===== config.mk =====
export PLATFORM = sky130hd
export DESIGN_NAME = writeback_queue
export DESIGN_NICKNAME = d
export VERILOG_FILES = /design/src/rtl/wb_pkg.sv /design/src/rtl/wb_load_align.sv /design/src/rtl/writeback_queue.sv
export SDC_FILE = /design/constraint.sdc
export NUM_CORES = 1
export LEC_CHECK = 0
export CAP_MARGIN = 20
export CORE_ASPECT_RATIO = 1.1
export CORE_MARGIN = 5
export CORE_UTILIZATION = 40
export DETAILED_ROUTE_END_ITERATION = 10
export PLACE_DENSITY_LB_ADDON = 0.1
export SYNTH_ARGS = -nofsm -noshare
export SYNTH_HDL_FRONTEND = slang
export SYNTH_SLANG_ARGS = --single-unit

===== constraint.sdc =====
create_clock -name clk -period 10.7 [get_ports clk]
set_input_delay 2.14 -clock clk [delete_from_list [all_inputs] [get_ports clk]]
set_output_delay 2.14 -clock clk [all_outputs]
set_load 0.03 [all_outputs]

===== src/rtl/wb_pkg.sv =====
// Shared types and helpers for the write-back queue.
// Contents: load size encodings, queue entry layout, load extension function.
// Entry fields are sized for the widest supported build (XLEN=64, 5-bit
// register index); narrower instances zero-extend into them.
package wb_pkg;

  localparam int unsigned WB_XLEN  = 64;
  localparam int unsigned WB_REG_W = 5;

  typedef enum logic [1:0] {
    WB_SZ_B = 2'd0,
    WB_SZ_H = 2'd1,
    WB_SZ_W = 2'd2,
    WB_SZ_D = 2'd3
  } wb_size_e;

  typedef struct packed {
    logic [WB_REG_W-1:0] rd;
    logic [WB_XLEN-1:0]  data;
    logic                writes;
  } wb_entry_t;

  // Keep the low 8/16/32/64 bits of v and extend them to 64 bits.
  function automatic logic [63:0] wb_extend(input logic [63:0] v,
                                            input logic [1:0]  size,
                                            input logic        is_unsigned);
    logic [63:0] r;
    case (size)
      WB_SZ_B: r = {{56{!is_unsigned && v[7]}},  v[7:0]};
      WB_SZ_H: r = {{48{!is_unsigned && v[15]}}, v[15:0]};
      WB_SZ_W: r = {{32{!is_unsigned && v[31]}}, v[31:0]};
      default: r = v;
    endcase
    return r;
  endfunction

endpackage


===== src/rtl/wb_load_align.sv =====
// Combinational load formatter: shifts the raw memory word down to the
// addressed bytes, truncates to the access size and sign/zero extends.
// Ports: load_data/size/is_unsigned/byte_off in, data_out out.
module wb_load_align
  import wb_pkg::*;
#(
  parameter int unsigned XLEN  = 64,
  parameter int unsigned OFF_W = $clog2(XLEN/8)
) (
  input  logic [XLEN-1:0]  load_data,
  input  logic [1:0]       size,
  input  logic             is_unsigned,
  input  logic [OFF_W-1:0] byte_off,
  output logic [XLEN-1:0]  data_out
);

  logic [1:0]       size_eff;
  logic [OFF_W-1:0] off_mask;
  logic [OFF_W-1:0] off_eff;
  logic [XLEN-1:0]  shifted;
  logic [63:0]      ext;

  always_comb begin
    size_eff = size;
    // A 32-bit datapath has no doubleword loads; treat them as words.
    if ((XLEN == 32) && (size == WB_SZ_D)) size_eff = WB_SZ_W;
    // Natural alignment: drop the offset bits below the access size.
    off_mask = {OFF_W{1'b1}} << size_eff;
    off_eff  = byte_off & off_mask;
    shifted  = load_data >> {off_eff, 3'b000};
    ext      = wb_extend(64'(shifted), size_eff, is_unsigned);
    data_out = ext[XLEN-1:0];
  end

endmodule


===== src/rtl/writeback_queue.sv =====
// Write-back stage: formats retiring MEM ops, buffers them in a DEPTH-entry
// FIFO and drains them to the register-file write port (valid/ready).
// Ports: clk, reset (sync, active-high); in_* enqueue side with in_ready;
// wr_valid/wr_ready/wr_reg/wr_data write port; busy = queue non-empty.
// Build option: WB_RETIRE_CNT_EN adds retire_count[63:0], incremented on
// every dequeue.
module writeback_queue
  import wb_pkg::*;
#(
  parameter int unsigned XLEN       = 64,
  parameter int unsigned REG_ADDR_W = 5,
  parameter int unsigned DEPTH      = 2
) (
  input  logic                      clk,
  input  logic                      reset,
  input  logic                      in_valid,
  output logic                      in_ready,
  input  logic [REG_ADDR_W-1:0]     in_reg,
  input  logic [XLEN-1:0]           in_result,
  input  logic [XLEN-1:0]           in_load_data,
  input  logic                      in_mem_to_reg,
  input  logic                      in_reg_write,
  input  logic [1:0]                in_size,
  input  logic                      in_unsigned,
  input  logic [$clog2(XLEN/8)-1:0] in_byte_off,
  output logic                      wr_valid,
  input  logic                      wr_ready,
  output logic [REG_ADDR_W-1:0]     wr_reg,
  output logic [XLEN-1:0]           wr_data,
  output logic                      busy
`ifdef WB_RETIRE_CNT_EN
  ,
  output logic [63:0]               retire_count
`endif
);

  localparam int unsigned OFF_W = $clog2(XLEN/8);
  localparam int unsigned PTR_W = (DEPTH > 1) ? $clog2(DEPTH) : 1;
  localparam int unsigned CNT_W = $clog2(DEPTH) + 1;

  wb_entry_t        mem [DEPTH];
  logic [PTR_W-1:0] rd_ptr, wr_ptr, rd_ptr_n, wr_ptr_n;
  logic [CNT_W-1:0] count, count_mid, count_n;
  logic [XLEN-1:0]  load_fmt;
  wb_entry_t        enq_entry, head_n;
  logic             enq, deq, head_vld_n;

  function automatic logic [PTR_W-1:0] ptr_inc(input logic [PTR_W-1:0] p);
    return (p == PTR_W'(DEPTH - 1)) ? '0 : p + PTR_W'(1);
  endfunction

  wb_load_align #(.XLEN(XLEN), .OFF_W(OFF_W)) u_align (
    .load_data   (in_load_data),
    .size        (in_size),
    .is_unsigned (in_unsigned),
    .byte_off    (in_byte_off),
    .data_out    (load_fmt)
  );

  // Handshake, pointer/count update and the head entry for the next cycle.
  always_comb begin
    enq = in_valid && in_ready;
    // wr_valid mirrors head.writes whenever the queue is non-empty.
    deq = (count != '0) && (!wr_valid || wr_ready);

    enq_entry.rd     = WB_REG_W'(in_reg);
    enq_entry.data   = WB_XLEN'(in_mem_to_reg ? load_fmt : in_result);
    enq_entry.writes = in_reg_write && (in_reg != '0);

    rd_ptr_n  = deq ? ptr_inc(rd_ptr) : rd_ptr;
    wr_ptr_n  = enq ? ptr_inc(wr_ptr) : wr_ptr;
    count_mid = count - CNT_W'(deq);
    count_n   = count_mid + CNT_W'(enq);

    // If nothing older survives this cycle, the new entry becomes head
    // before it is visible in storage.
    head_n     = (count_mid == '0) ? enq_entry : mem[rd_ptr_n];
    head_vld_n = (count_n != '0);
  end

  // Queue storage; contents are don't-care outside the valid window.
  always_ff @(posedge clk) begin
    if (enq) mem[wr_ptr] <= enq_entry;
  end

  // Control state and registered write-port / status outputs.
  always_ff @(posedge clk) begin
    if (reset) begin
      count    <= '0;
      rd_ptr   <= '0;
      wr_ptr   <= '0;
      wr_valid <= 1'b0;
      wr_reg   <= '0;
      wr_data  <= '0;
      busy     <= 1'b0;
      in_ready <= 1'b1;
    end else begin
      count    <= count_n;
      rd_ptr   <= rd_ptr_n;
      wr_ptr   <= wr_ptr_n;
      busy     <= head_vld_n;
      in_ready <= (count_n != CNT_W'(DEPTH));
      wr_valid <= head_vld_n && head_n.writes;
      // Fields hold their last values while no write is requested.
      if (head_vld_n && head_n.writes) begin
        wr_reg  <= head_n.rd[REG_ADDR_W-1:0];
        wr_data <= head_n.data[XLEN-1:0];
      end
    end
  end

`ifdef WB_RETIRE_CNT_EN
  // Retirement counter, writing and non-writing ops alike.
  always_ff @(posedge clk) begin
    if (reset)    retire_count <= '0;
    else if (deq) retire_count <= retire_count + 64'd1;
  end
`endif

endmodule


## Word level (Yosys, flattened, before mapping)

Memory sizes are Yosys's and may differ from the RTL's.
Cells that the tools add are included.
Widths: inputs -> output; s select.

| word-level totals | value |
|---|---|
| input bits | 145 |
| memories kept | 1 |
| output and inout bits | 72 |
| register bits | 76 |
| RAM bits | 140 |

Memories:

| name | depth | width | rd ports | clocked after memory_dff | wr ports | line | text |
|---|---|---|---|---|---|---|---|
| mem | 2 | 70 | 1 | 0 | 1 | writeback_queue.sv:41 | `wb_entry_t mem [DEPTH];` |

| cells by class | value |
|---|---|
| add/sub/neg operators | 4 |
| bitwise logic cells | 1 |
| eq/ne operators | 3 |
| mux-type cells | 8 |
| reduce and logical (&&, ||, !) cells | 15 |
| shifts and indexed selects | 2 |

Operators by type and width:

| kind | count |
|---|---|
| $pmux 64 s3 | 1 |
| $mux 70 | 1 |
| $mux 64 | 1 |
| $shr 64x6->64 | 1 |
| $logic_and 1x1->1 | 7 |
| $mux 1 | 5 |
| $reduce_bool 5->1 | 1 |
| $logic_not 2->1 | 2 |
| $reduce_bool 2->1 | 2 |
| $and 3x3->3 | 1 |
| $shl 3x2->3 const A | 1 |
| $add 1x1->1 const B | 2 |
| $add 2x1->2 | 1 |
| $eq 2x1->1 const B | 1 |
| $eq 2x2->1 const B | 1 |
| $logic_not 1->1 | 2 |
| $ne 2x2->1 const B | 1 |
| $sub 2x1->2 | 1 |
| $logic_or 1x1->1 | 1 |

## Longest topological paths before layout

Gate-level depths: netlist (run 1).

| logic depth | value |
|---|---|
| depth in word-level cells | 8 |
| gate-level depth with buffers | 12 |

## By module

A second synthesis (run 1) with hierarchy kept.

| unflattened totals | value |
|---|---|
| cells, all modules | 1058 |
| area, all modules | 12054.1 um^2 |

Modules (own cells, without submodules):

| module | area each (um^2) | cells each | times used |
|---|---|---|---|
| writeback_queue | 9983.3 | 738 | 1 |
| wb_load_align | 2070.7 | 320 | 1 |

## Least setup slack after synthesis (run 1)

Ideal clock, no wire load.

| timing | value |
|---|---|
| kind | input port to flip-flop |
| start point | in in_valid |
| end point | mem mem[0][0] (netlist name), enable pin |
| setup slack | 5.029 ns |
| stages on the path | 2 |
| data arrival time | 5.172 ns |
| setup time | 0.499 ns |
| cell sequence | nand2_1 -> nor2_1 |

| on the way | value |
|---|---|
| longest elaborated chain between the ends | 3 |

Ends and longest elaborated chain:

| what | line | text |
|---|---|---|
| start: declaration | writeback_queue.sv:16 | `input logic in_valid,` |
| $logic_and 1x1->1 | writeback_queue.sv:62 | `enq = in_valid && in_ready;` |
| $mux 1 | writeback_queue.sv:83 | `if (enq) mem[wr_ptr] <= enq_entry;` |
| $mux 1 (not written as such) | writeback_queue.sv:83 |  |
| end: declaration | writeback_queue.sv:41 |  |

Every way passes these cells.

## Final worst setup path (run 1)

| timing | value |
|---|---|
| start point | in wr_ready |
| end point | reg wr_data[62] |

| on the way | value |
|---|---|
| longest elaborated chain between the ends | 6 |

Ends and longest elaborated chain:

| what | line | text |
|---|---|---|
| start: declaration | writeback_queue.sv:27 | `input logic wr_ready,` |
| $logic_or 1x1->1 * | writeback_queue.sv:64 | `deq = (count != '0) && (!wr_valid \|\| wr_ready);` |
| $logic_and 1x1->1 * | writeback_queue.sv:64 |  |
| $sub 2x1->2 or $mux 1 (tied branches) | writeback_queue.sv:72, writeback_queue.sv:70 |  |
| $add 2x1->2 (tied with other cells) | writeback_queue.sv:73 | `count_n = count_mid + CNT_W'(enq);` |
| $reduce_bool 2->1 or $mux 70 (tied branches) | writeback_queue.sv:78, writeback_queue.sv:77 |  |
| $logic_and 1x1->1 | writeback_queue.sv:105 | `if (head_vld_n && head_n.writes) begin` |
| end signal: assignment | writeback_queue.sv:107 | `wr_data <= head_n.data[XLEN-1:0];` |
| end: declaration | writeback_queue.sv:29 | `output logic [XLEN-1:0] wr_data,` |

Mark *: on every way between the ends. The rest lies on a longest branch, timed or not.
A chain may end at the register's enable or synchronous reset.

==> impl_metrics.json, run 1 <==
{
  "ant_nets": 0,
  "largest_reg_flops": 140,
  "clock-root-buffer": "clkbuf_16",
  "worstMarginPinSlew_ns": 1.09,
  "cp-end-kind": "register",
  "die_h_um": 187,
  "syn-cell-area_mm2": 0.0114,
  "max_freq_ghz": 0.176,
  "cts_tree": "done",
  "pin_count": 217,
  "skew_ns": 0.00975,
  "postCtsSetupBuffers": 0,
  "crit_type": "primary input to register",
  "setup_viol": 0,
  "cpPeakStageDelay_ns": 0.68,
  "max_cap_viol_count": 0,
  "synthFlopType": "edfxtp_1",
  "hold_viol": 0,
  "stdcell_area_mm2": 0.0145,
  "avgViaCountPerCell": 6.00,
  "relSlewSlack_pct": 27.3,
  "synth-edff-count": 140,
  "synth_top_family_by_area": "compound AO/OA/AOI/OAI gates",
  "critPathMaxFanout": 74,
  "syn-num-nets": 1271,
  "layout_commonest_cell": "clkdlybuf4s50_1",
  "synth_fa_ha_area_share_pct": 0.308,
  "nNetsFinal": 1428,
  "drt-pass1-iter-count": 6,
  "synth_mux_area_share_pct": 8.94,
  "arrival_ns": 6.09,
  "clk_pin_slew_ns": 0.06,
  "irDropWorstVdd_mv": 0.317,
  "h-tree-depth": 1,
  "area_growth_pct": 27.5,
  "fp.dieW_um": 171,
  "fin_crit_ns": 5.67,
  "ys_types": 61,
  "ctsHoldBuffers": 0,
  "n_antenna_cell": 0,
  "synthCells": 1124,
  "clock-sinks": 216,
  "setup_tns_ns": 0,
  "via_count": 9975,
  "status": "finished clean",
  "timing.final.crit_share_pct": 53.0,
  "crit_path_cell_trace": "clkdlybuf4s50_1 > nor2b_1 > nor2_1 > ha_1 > xnor2_1 > nand2_2 > buf_4 > a2bb2oi_1 > and3_2 > buf_4 > o21ai_0 > o32ai_1",
  "dp.cells": 1615,
  "clk-insertion-delay-late_ns": 0.51,
  "gp_congestion": 0.912,
  "async_flop_share_pct": 0,
  "power_density_mw_per_mm2": 281,
  "drc": 0,
  "gr-total-overflow": 0,
  "wl_per_cell_um": 23.5,
  "cp-start-kind": "primary input",
  "p_leak_uw": 0.00507,
  "rows": 64,
  "clock_path_buffers": 3,
  "grt_pass1_vias": 9597,
  "ys_seq_area_share_pct": 50.3,
  "synth_seq_cells": 216,
  "drive_gt1_share_pct": 10.6,
  "wirelength_um": 39100,
  "ctsResizeCount": 0,
  "fp.dieArea_mm2": 0.0319,
  "dp_hpwl_um": 25400,
  "grt_max_degree": 84,
  "postSynthAreaPerCell_um2": 10.1,
  "slew_viol_final": 0,
  "slowest_stage": "and3_2",
  "cp.required_ns": 11.12,
  "yosysWarnings": 0,
  "drt-initial-drc-count": 1239,
  "crit_path_frequent_cell": "buf_4",
  "synthSimpleGateAreaFrac_pct": 15.0,
  "placed_area_mm2": 0.0137,
  "rsz0062_at_grt": "false",
  "port_buffers": 216,
  "grt_first_pass_wirelength_um": 58600,
  "layout_common_cells": "213 x clkdlybuf4s50_1, 140 x edfxtp_1, 121 x nor2_1, 85 x a21oi_1, 82 x o21ai_0",
  "power.total_uw": 4070,
  "initial_utilization_pct": 40.7,
  "cts_buffers": 25,
  "synth-compound-area-share_pct": 20.8,
  "hp-class": "register to register",
  "layoutNonFillerInstCount": 1662,
  "grt_use_total_pct": 23.2,
  "core_mm2": 0.0279,
  "synth_xor_area_share_pct": 0.231,
  "final_core_util_pct": 51.9,
  "antenna_found_initial": 1
}
## metrics by stage
stage | hold WS [ns] | setup WS (ns)
CTS | 0.458 | 4.94
global placement | 0.445 | 4.57
floorplan | 0.493 | 5.03
finish | 0.454 | 5.03
detailed placement | 0.450 | 4.41
global route | 0.479 | 4.72
## cells by family after synthesis
group,Yosys count
and+or+nand+nor,359
AOI/OAI and AO/OA,338
DFF,216
buffers and inverters,118
muxes,87
xor gates and xnor gates,3
adders and majority gates,3
## critical path: cells and delay by family
kind                       cells  cell delay, ns
buffers and inverters          3            1.62
and+or+nand+nor                4            1.19
AOI/OAI and AO/OA              3            0.70
adders and majority gates      1            0.20
xor gates and xnor gates       1            0.18
## power breakdown
part | internal, µW | switching (µW) | leakage [µW]
logic | 762 | 1350 | 0.00274
clock network | 492 | 335 | 0.000401
registers | 1070 | 64.0 | 0.00193
total | 2320 | 1750 | 0.00507
## synthesized netlist by cell type, types with 2 or more instances
cell type / n / area share (%)
o211ai_1: 12 / 0.79
o21ai_0: 82 / 3.6
a221o_1: 12 / 1.1
o41ai_1: 13 / 1.0
xor2_1: 2 / 0.15
mux2_2: 36 / 3.6
nand3b_1: 24 / 1.6
or3_1: 4 / 0.22
o41ai_2: 9 / 1.3
o32ai_1: 33 / 2.5
buf_1: 6 / 0.20
a31oi_1: 12 / 0.66
a311o_1: 5 / 0.44
nor2b_1: 10 / 0.55
edfxtp_1: 140 / 37
buf_2: 23 / 1.0
and2_1: 2 / 0.11
and3_1: 5 / 0.27
nand2_1: 77 / 2.5
a211oi_1: 26 / 1.7
a21o_1: 7 / 0.46
clkbuf_1: 71 / 2.3
nand3_1: 56 / 2.5
ha_1: 2 / 0.22
a31o_2: 7 / 0.54
nor3_1: 20 / 0.88
mux4_2: 8 / 1.6
o21a_1: 2 / 0.13
nand2b_1: 7 / 0.38
inv_1: 11 / 0.36
o22a_1: 7 / 0.54
o311a_1: 2 / 0.18
nor2_1: 124 / 4.1
a21oi_1: 85 / 3.7
nor3b_1: 19 / 1.3
buf_6: 2 / 0.20
a311oi_1: 6 / 0.46
o22ai_1: 6 / 0.33
or4_1: 2 / 0.13
dfxtp_1: 76 / 13
buf_4: 5 / 0.33
nor4_1: 6 / 0.33
mux2i_1: 42 / 3.7
## area by class of cell
class	instances	area, µm²
flip-flops and latches	216	5730
repair buffers	237	2310
fillers	2588	13400
clock buffers	34	719
inverters	11	41.3
clock inverters	11	80.1
well taps	363	454
multi-input cells	790	5180
## per-layer routing
layer	GRT usage, %	wire length, µm	share of wire, %
met5	0	13	0.033
met4	6.43	1150	2.9
met3	4.88	3770	9.7
met2	35.3	17600	45
met1	33.6	16500	42
## worst paths after layout
path             start          end  slack [ns]  cells past startpoint
max           wr_ready  wr_data[62]        5.03                     12
min          wr_reg[3]    wr_reg[3]        0.45                      2
max reg2reg   wr_valid  wr_data[62]        6.71                     11
min reg2reg  wr_reg[3]    wr_reg[3]        0.45                      2
Note: power is estimated with default switching activity, not from simulation.
==> run 2, diff against run 1 <==
clock period = 4.6 ns   (was 10.7 ns; I/O delays follow)
==> impl_metrics.json, run 2 (same netlist as run 1, synthesis figures left out) <==
{
  "cp-end-kind": "register",
  "wirelength_um": 39400,
  "pin_count": 217,
  "grt_pass1_vias": 9938,
  "clock-root-buffer": "clkbuf_16",
  "arrival_ns": 3.95,
  "rrSetupSlack_ns": 1.52,
  "max_cap_viol_count": 0,
  "skew_ns": 0.0137,
  "cp-start-kind": "primary input",
  "initial_utilization_pct": 40.7,
  "ant_nets": 0,
  "critPathMaxFanout": 22,
  "hp-class": "register to register",
  "layout_commonest_cell": "clkdlybuf4s50_1",
  "fin_crit_ns": 3.55,
  "worstMarginPinSlew_ns": 0.936,
  "drt-initial-drc-count": 818,
  "crit_type": "primary input to register",
  "largest_reg_flops": 140,
  "slew_viol_final": 0,
  "cp.required_ns": 5.00,
  "grt_use_total_pct": 23.6,
  "drt-pass1-iter-count": 5,
  "grt_max_degree": 75,
  "h-tree-depth": 1,
  "setup_viol": 0,
  "fp.dieW_um": 171,
  "nNetsFinal": 1446,
  "wl_per_cell_um": 23.4,
  "die_h_um": 187,
  "layout_common_cells": "213 x clkdlybuf4s50_1, 140 x edfxtp_1, 121 x nor2_1, 85 x a21oi_1, 82 x o21ai_0",
  "status": "finished clean",
  "worstHoldStart": "wr_reg[0]",
  "worstSetupStartpoint": "wr_ready",
  "layoutNonFillerInstCount": 1681,
  "dp.cells": 1636,
  "r2r-start": "wr_valid",
  "gp_congestion": 0.904,
  "min_path_cells": 2,
  "rsz0062_at_grt": "false",
  "clk-insertion-delay-late_ns": 0.52,
  "antenna_found_initial": 2,
  "nFillCells": 2555,
  "cts_tree": "done",
  "worstHoldEndpoint": "wr_reg[0]",
  "clock-sinks": 216,
  "drc": 0,
  "regToRegEndpoint": "wr_data[1]",
  "ctsResizeCount": 0,
  "timing.final.crit_share_pct": 77.1,
  "via_count": 10088,
  "setup_tns_ns": 0,
  "fp.dieArea_mm2": 0.0319,
  "p_leak_uw": 0.00519,
  "port_buffers": 216,
  "reg2reg_depth": 9,
  "clock_path_buffers": 3,
  "drive_gt1_share_pct": 11.7,
  "power_density_mw_per_mm2": 660,
  "ctsHoldBuffers": 0,
  "relSlewSlack_pct": 37.3,
  "postCtsSetupBuffers": 0,
  "hold_viol": 0,
  "avgViaCountPerCell": 6.00,
  "core_mm2": 0.0279,
  "max_freq_ghz": 0.282,
  "area_growth_pct": 29.5,
  "grt_first_pass_wirelength_um": 59400,
  "gr-total-overflow": 0,
  "irDropWorstVdd_mv": 1.08,
  "dp_hpwl_um": 27000,
  "rows": 64,
  "clk_pin_slew_ns": 0.06,
  "cts_buffers": 24
}
[run 2: layout make-up]
type	instances	area, µm²	area share, %
repair buffers	256	2510	17.0
diodes	1	2.50	0.0170
flip-flops and latches	216	5730	38.8
clock buffers	32	692	4.69
inverters	11	41.3	0.280
well taps	363	454	3.08
multi-input cells	790	5180	35.2
clock inverters	12	133	0.900
[run 2: stage by stage]
| step | worst slack [ns] | hold WS, ns | cell area [µm²] | utilization [%] | total power (µW) |
|---|---|---|---|---|---|
| after floorplan | 0.149 | 0.493 | 11400 | - | 6140 |
| after global placement | 0.640 | 0.447 | 13900 | 49.8 | 7690 |
| after detailed placement | 0.542 | 0.452 | 13900 | 49.8 | 7750 |
| after CTS | 1.05 | 0.460 | 14700 | 52.7 | 9770 |
| after global routing | 0.760 | 0.479 | 14700 | 52.8 | 10300 |
| final | 1.05 | 0.457 | 14700 | 52.8 | 9730 |
[run 2: worst max path at each step]
stage | end | slack, ns | cells after the start
floorplan | mem[0][0] | 0.15 | 2
global placement | wr_data[20] | 0.64 | 10
detailed placement | wr_data[4] | 0.54 | 10
CTS | wr_data[1] | 1.05 | 10
global route | wr_data[5] | 0.76 | 10
finish | wr_data[1] | 1.05 | 10
[run 2: per-layer routing]
metal,global-route usage [%],up-vias,wire (µm)
met5,0,-,14
met4,6.46,2,1100
met3,4.69,65,3290
met2,37.1,463,18100
met1,33.3,4914,16900
li1,-,4644,-
[run 2: worst max-delay path, stage by stage]
cell             delay [ns]
clkdlybuf4s50_1        0.40
nor2b_1                0.31
nor2_1                 0.10
ha_1                   0.20
xnor2_1                0.29
and2_1                 0.36
or4_1                  0.20
nand3_2                0.44
buf_12                 0.36
o41ai_1                0.35
[run 2: power breakdown]
| group | switching [µW] | internal [µW] | leakage (µW) |
|---|---|---|---|
| registers | 150 | 2480 | 0.00193 |
| logic | 3160 | 1940 | 0.00285 |
| clock network | 782 | 1220 | 0.000405 |
